==> src/rtl/approx_mul_pkg.sv <==
// Shared FSM encoding and default parameters for the approximate sequential multiplier.
package approx_mul_pkg;

  typedef enum logic [1:0] {
    IDLE = 2'd0,
    RUN  = 2'd1,
    DONE = 2'd2
  } state_t;

  localparam int DEF_WIDTH = 4;
  localparam int DEF_TRUNC = 3;
  localparam int DEF_ET    = 5;
  localparam int DEF_CW    = 8;

endpackage

==> src/rtl/approx_pp_row.sv <==
// One partial-product row (a & b_bit) << idx, with columns below TRUNC dropped when approx=1.
// Purely combinational; no handshake.
module approx_pp_row #(
  parameter int WIDTH = 4,
  parameter int TRUNC = 3,
  parameter int IW    = 2
) (
  input  logic [WIDTH-1:0]   a,
  input  logic               b_bit,
  input  logic [IW-1:0]      idx,
  input  logic               approx,
  output logic [2*WIDTH-1:0] row
);

  logic [WIDTH-1:0] masked;

  always_comb begin
    masked = '0;
    for (int j = 0; j < WIDTH; j++) begin
      masked[j] = a[j] & b_bit;
      // Bit lands in column idx+j; drop it when that column is truncated.
      if (approx && ((int'(idx) + j) < TRUNC)) begin
        masked[j] = 1'b0;
      end
    end
  end

  assign row = {{WIDTH{1'b0}}, masked} << idx;

endmodule

==> src/rtl/approx_mul_seq.sv <==
// Shift-add multiplier with optional truncated mode; result valid WIDTH edges after accept.
// Single operation in flight: in_ready only in IDLE, result held in DONE until out_ready.
module approx_mul_seq
  import approx_mul_pkg::*;
#(
  parameter int WIDTH = DEF_WIDTH,
  parameter int TRUNC = DEF_TRUNC,
  parameter int ET    = DEF_ET,
  parameter int CW    = DEF_CW
) (
  input  logic               clk,
  input  logic               rst,
  input  logic               in_valid,
  output logic               in_ready,
  input  logic [WIDTH-1:0]   a,
  input  logic [WIDTH-1:0]   b,
  input  logic               approx,
  output logic               out_valid,
  input  logic               out_ready,
  output logic [2*WIDTH-1:0] product,
  output logic               err_flag,
  output logic [CW-1:0]      viol_count,
  input  logic               count_clr
);

  localparam int PW = 2 * WIDTH;
  localparam int SW = $clog2(WIDTH);
  localparam logic [PW-1:0] ET_V    = PW'(ET);
  localparam logic [CW-1:0] CNT_MAX = '1;

  state_t          state, state_nxt;
  logic [WIDTH-1:0] a_r, b_r;
  logic            approx_r;
  logic [SW-1:0]   step;
  logic [PW-1:0]   exact_acc, approx_acc;
  logic [PW-1:0]   row_exact, row_approx;
  logic [PW-1:0]   diff;
  logic            last_step;
  logic            accept, deliver;

  assign last_step = (step == SW'(WIDTH - 1));
  assign accept    = in_valid & in_ready;
  assign deliver   = out_valid & out_ready;

  approx_pp_row #(.WIDTH(WIDTH), .TRUNC(TRUNC), .IW(SW)) u_row_exact (
    .a      (a_r),
    .b_bit  (b_r[step]),
    .idx    (step),
    .approx (1'b0),
    .row    (row_exact)
  );

  approx_pp_row #(.WIDTH(WIDTH), .TRUNC(TRUNC), .IW(SW)) u_row_approx (
    .a      (a_r),
    .b_bit  (b_r[step]),
    .idx    (step),
    .approx (approx_r),
    .row    (row_approx)
  );

  always_ff @(posedge clk) begin
    if (rst) begin
      state <= IDLE;
    end else begin
      state <= state_nxt;
    end
  end

  always_comb begin
    state_nxt = state;
    in_ready  = 1'b0;
    out_valid = 1'b0;
    case (state)
      IDLE: begin
        in_ready = 1'b1;
        if (in_valid) state_nxt = RUN;
      end
      RUN: begin
        if (last_step) state_nxt = DONE;
      end
      DONE: begin
        out_valid = 1'b1;
        if (out_ready) state_nxt = IDLE;
      end
      default: state_nxt = IDLE;
    endcase
  end

  always_ff @(posedge clk) begin
    if (rst) begin
      a_r        <= '0;
      b_r        <= '0;
      approx_r   <= 1'b0;
      step       <= '0;
      exact_acc  <= '0;
      approx_acc <= '0;
    end else if (accept) begin
      a_r        <= a;
      b_r        <= b;
      approx_r   <= approx;
      step       <= '0;
      exact_acc  <= '0;
      approx_acc <= '0;
    end else if (state == RUN) begin
      exact_acc  <= exact_acc + row_exact;
      approx_acc <= approx_acc + row_approx;
      step       <= step + 1'b1;
    end
  end

  // Truncation only removes bits, so the approximate sum never exceeds the exact one.
  assign diff     = exact_acc - approx_acc;
  assign product  = approx_acc;
  assign err_flag = (diff > ET_V);

  always_ff @(posedge clk) begin
    if (rst || count_clr) begin
      viol_count <= '0;
    end else if (deliver && err_flag && (viol_count != CNT_MAX)) begin
      viol_count <= viol_count + 1'b1;
    end
  end

endmodule

==> config.mk <==
export PLATFORM = sky130hd
export DESIGN_NAME = approx_mul_seq
export DESIGN_NICKNAME = d
export VERILOG_FILES = /design/src/rtl/approx_mul_pkg.sv /design/src/rtl/approx_pp_row.sv /design/src/rtl/approx_mul_seq.sv
export SDC_FILE = /design/constraint.sdc
export NUM_CORES = 1
export LEC_CHECK = 0
export BUFFER_PORTS_ARGS = -buffer_cell sky130_fd_sc_hd__buf_2
export CAP_MARGIN = 20
export CORE_UTILIZATION = 45
export DETAILED_ROUTE_END_ITERATION = 8
export PLACE_DENSITY_LB_ADDON = 0.2
export SYNTH_ARGS = -nofsm -noshare
export SYNTH_HDL_FRONTEND = slang
export SYNTH_SLANG_ARGS = --single-unit
==> constraint.sdc <==
create_clock -name clk -period 3.8 [get_ports clk]
set_clock_uncertainty 0.05 [all_clocks]
set_input_delay 0.38 -clock clk [delete_from_list [all_inputs] [get_ports clk]]
set_output_delay 0.38 -clock clk [all_outputs]
set_load 0.02 [all_outputs]
==> out/metrics.yaml <==
critical_path:
  timing.rr.start: "step[0]"
  crit_fanout: 18
  worstSetupPathType: "reg -> reg"
  startpoint: "step[0]"
  cp.arrival_ps: 3440
  crit_chain: "inv_1 > ha_1 > o21ai_0 > o22ai_1 > and3_1 > fa_1 > a21o_1 > a21oi_1 > o21bai_1 > a21oi_1 > mux2i_1 > o31ai_1"
  cpPeakStageDelay_ps: 680
  slowest_stage: "dfxtp_1"
  reg2regPathDepth: 12
  critical_path.most_common_cell: "a21oi_1"
  required_ps: 3900
  cp-start-kind: "flop"
  end_kind: "flop"
die:
  die_w_um: 79.80
  rows: 27
  die_height_um: 79.80
  start_util_pct: 47.99
  io_pins: 33
  core_mm2: 0.005675
  die_area_mm2: 0.006368
placed_design:
  dp_hpwl_um: 4587
  numPortBuffers: 32
  place_inst: 446
  dpl_cell_area_mm2: 0.002933
  place.gp.congestion: 0.8481
logic_synthesis:
  synthFlopType: "dfxtp_1"
  syn-num-nets: 396
  async_flop_share_pct: 0
  netlist_area_mm2: 0.002724
  avgSynthCellArea_um2: 7.695
  synth_cells: 354
  synth_edf_count: 0
  yosys_register_bits: 37
  yosysWarnings: 0
  ys_types: 44
  ys_seq_area_share_pct: 27.19
clock_network:
  cts_setup_buffers: 0
  holdBufCountCts: 0
  cts_resized: 0
  cts.htree.levels: 2
  root_buffer: "clkbuf_8"
  tritoncts: "done"
  clock_sinks: 37
  path_clk_slew_ps: 80
  numCtsBuffers: 5
  cts_buffer_depth: 2
  insertion_delay_ps: 290
timing:
  hold_viol_final: 0
  fmax_ghz: 0.2998
  grt_setup_unrepaired: "no"
  fin_setup_tns_ps: 0
  min_period_over_period_pct: 87.78
  slew_headroom_pct: 35.67
  finalCriticalPeriod_ps: 3336
  slew_violations: 0
  worst-slew-pin-transition_ps: 964.9
  setup_viol: 0
drt:
  drt_first_pass_iters: 4
  via_per_inst: 5.563
  ant_nets: 0
  drc: 0
  drt-total-wl_um: 6060
  vias: 2520
  routedWlPerCell_um: 13.38
  drt_iter0_drc: 81
pwr:
  irDropWorstVdd_v: 0.0001667
  powerDensity_mw_per_mm2: 286.9
  finalPower_uw: 871.1
  p_leak_nw: 1.354
finish:
  utilization_pct: 53.51
  final_design_area_no_fill_mm2: 0.003037
  synthToLayoutAreaGrowth_pct: 11.48
  drive_above_1_share_pct: 11.81
  finalNonFillerCells: 453
  final_common_cell: "nand2_1"
  diodes: 0
  final_cell_mix: "71 x nand2_1, 38 x a21oi_1, 37 x dfxtp_1, 32 x buf_2"
  nets: 423
global_routing:
  grt_max_degree: 27
  use_met2_pct: 34.36
  met1_usage_pct: 26.66
  grt_pass1_wl_um: 10350
  grt_use_total_pct: 20.68
  grt.overflow.total: 0
  grt_pass1_vias: 2339
  grt-busiest-layer: "met2"
  use_met3_pct: 4.229
  antenna_found_initial: 0
min_path:
  min_from: "a[0]"
  hold_depth: 3
  hold_path.class: "in -> reg"
outcome:
  run_status: "completed"
job:
  maxCapViolCount: 0
-- power breakdown --
| part | switching, mW | internal [mW] | total [mW] |
|---|---|---|---|
| Clock | 0.142 | 0.191 | 0.333 |
| Combinational | 0.0826 | 0.0466 | 0.129 |
| Sequential | 0.0124 | 0.397 | 0.409 |
| Total | 0.237 | 0.634 | 0.871 |
-- final cells by class --
| cell class | count | area, um^2 |
|---|---|---|
| Inverter | 25 | 93.84 |
| Clock buffer | 5 | 68.82 |
| Timing Repair Buffer | 33 | 167.7 |
| Sequential cell | 37 | 740.7 |
| Clock inverter | 2 | 35.03 |
| Fill cell | 565 | 2639 |
| Tap cell | 72 | 90.09 |
| Multi-Input combinational cell | 279 | 1841 |
-- state kept, by name (all words and copies together) (netlist names) --
signal	flops
a_r	4
approx_r	1
b_r	4
exact_acc	8
product	8
state	2
step	2
viol_count	8
-- critical path: cells and delay by family (launching register included) --
family	cells	cell delay, ps
adder cells (fa/ha/maj)	2	690
multiplexers	1	210
buffers and inverters	1	220
AO/OA/AOI/OAI	7	1110
flip-flops	1	680
AND/OR/NAND/NOR	1	250
-- kinds of logic (layout without fill, tap and decap cells) --
kind of cell             count (synthesis)  count (layout)  share of synthesized area (%)
adder cells (fa/ha/maj)                 28              28                          13.69
AND/OR/NAND/NOR                        143             143                          25.17
flip-flops                              37              37                          27.19
XOR/XNOR                                 8               8                          2.572
AO/OA/AOI/OAI                           85              85                          20.12
buffers and inverters                   38              65                          5.236
multiplexers                            15              15                          6.017
-- routing by layer --
metal	up-vias	share of wire, %
li1	1298	-
met1	1182	50
met2	38	47
met3	2	2.7
met4	0	0.51
met5	-	0
-- synth_stat cells, types with 2 or more instances --
cell type  instances  share of area [%]
a211oi_1           2               0.55
a21o_1             7                1.9
a21oi_1           38                7.0
a311oi_1           2               0.64
a31oi_1            3               0.69
and2_1             4               0.92
and3_1             4               0.92
and4_1             6                1.9
clkbuf_1          12                1.7
dfxtp_1           37                 27
fa_1               3                2.2
ha_1              25                 11
inv_1             25                3.4
mux2i_1           13                4.8
nand2_1           71                9.8
nand2b_1           4               0.92
nand3_1            6                1.1
nand4_1            4               0.92
nor2_1            16                2.2
nor2b_1            5                1.1
nor3_1             8                1.5
nor3b_1            2               0.55
nor4_1             3               0.69
o211a_1            3                1.1
o211ai_1           2               0.55
o21ai_0           11                2.0
o21bai_1           4                1.1
o22ai_1            3               0.69
o31ai_1            3               0.83
or3_1              6                1.4
or4_1              3               0.83
xnor2_1            6                1.9
xor2_1             2               0.64
-- final timing paths --
kind                              endpoint  slack [ps]
worst min-delay path                a_r[0]         270
worst max-delay path            product[6]         460
worst min register to register      b_r[2]         420
worst max register to register  product[6]         460
-- stage by stage --
step / hold WS [ps] / worst slack, ps
after floorplan: 383.1 / 912.8
after global placement: 404.9 / 618.0
after detailed placement: 409.7 / 518.9
after CTS: 264.9 / 490.9
after global routing: 257.2 / 197.5
final: 273.4 / 464.2
Power figures use the tool's default switching activity.
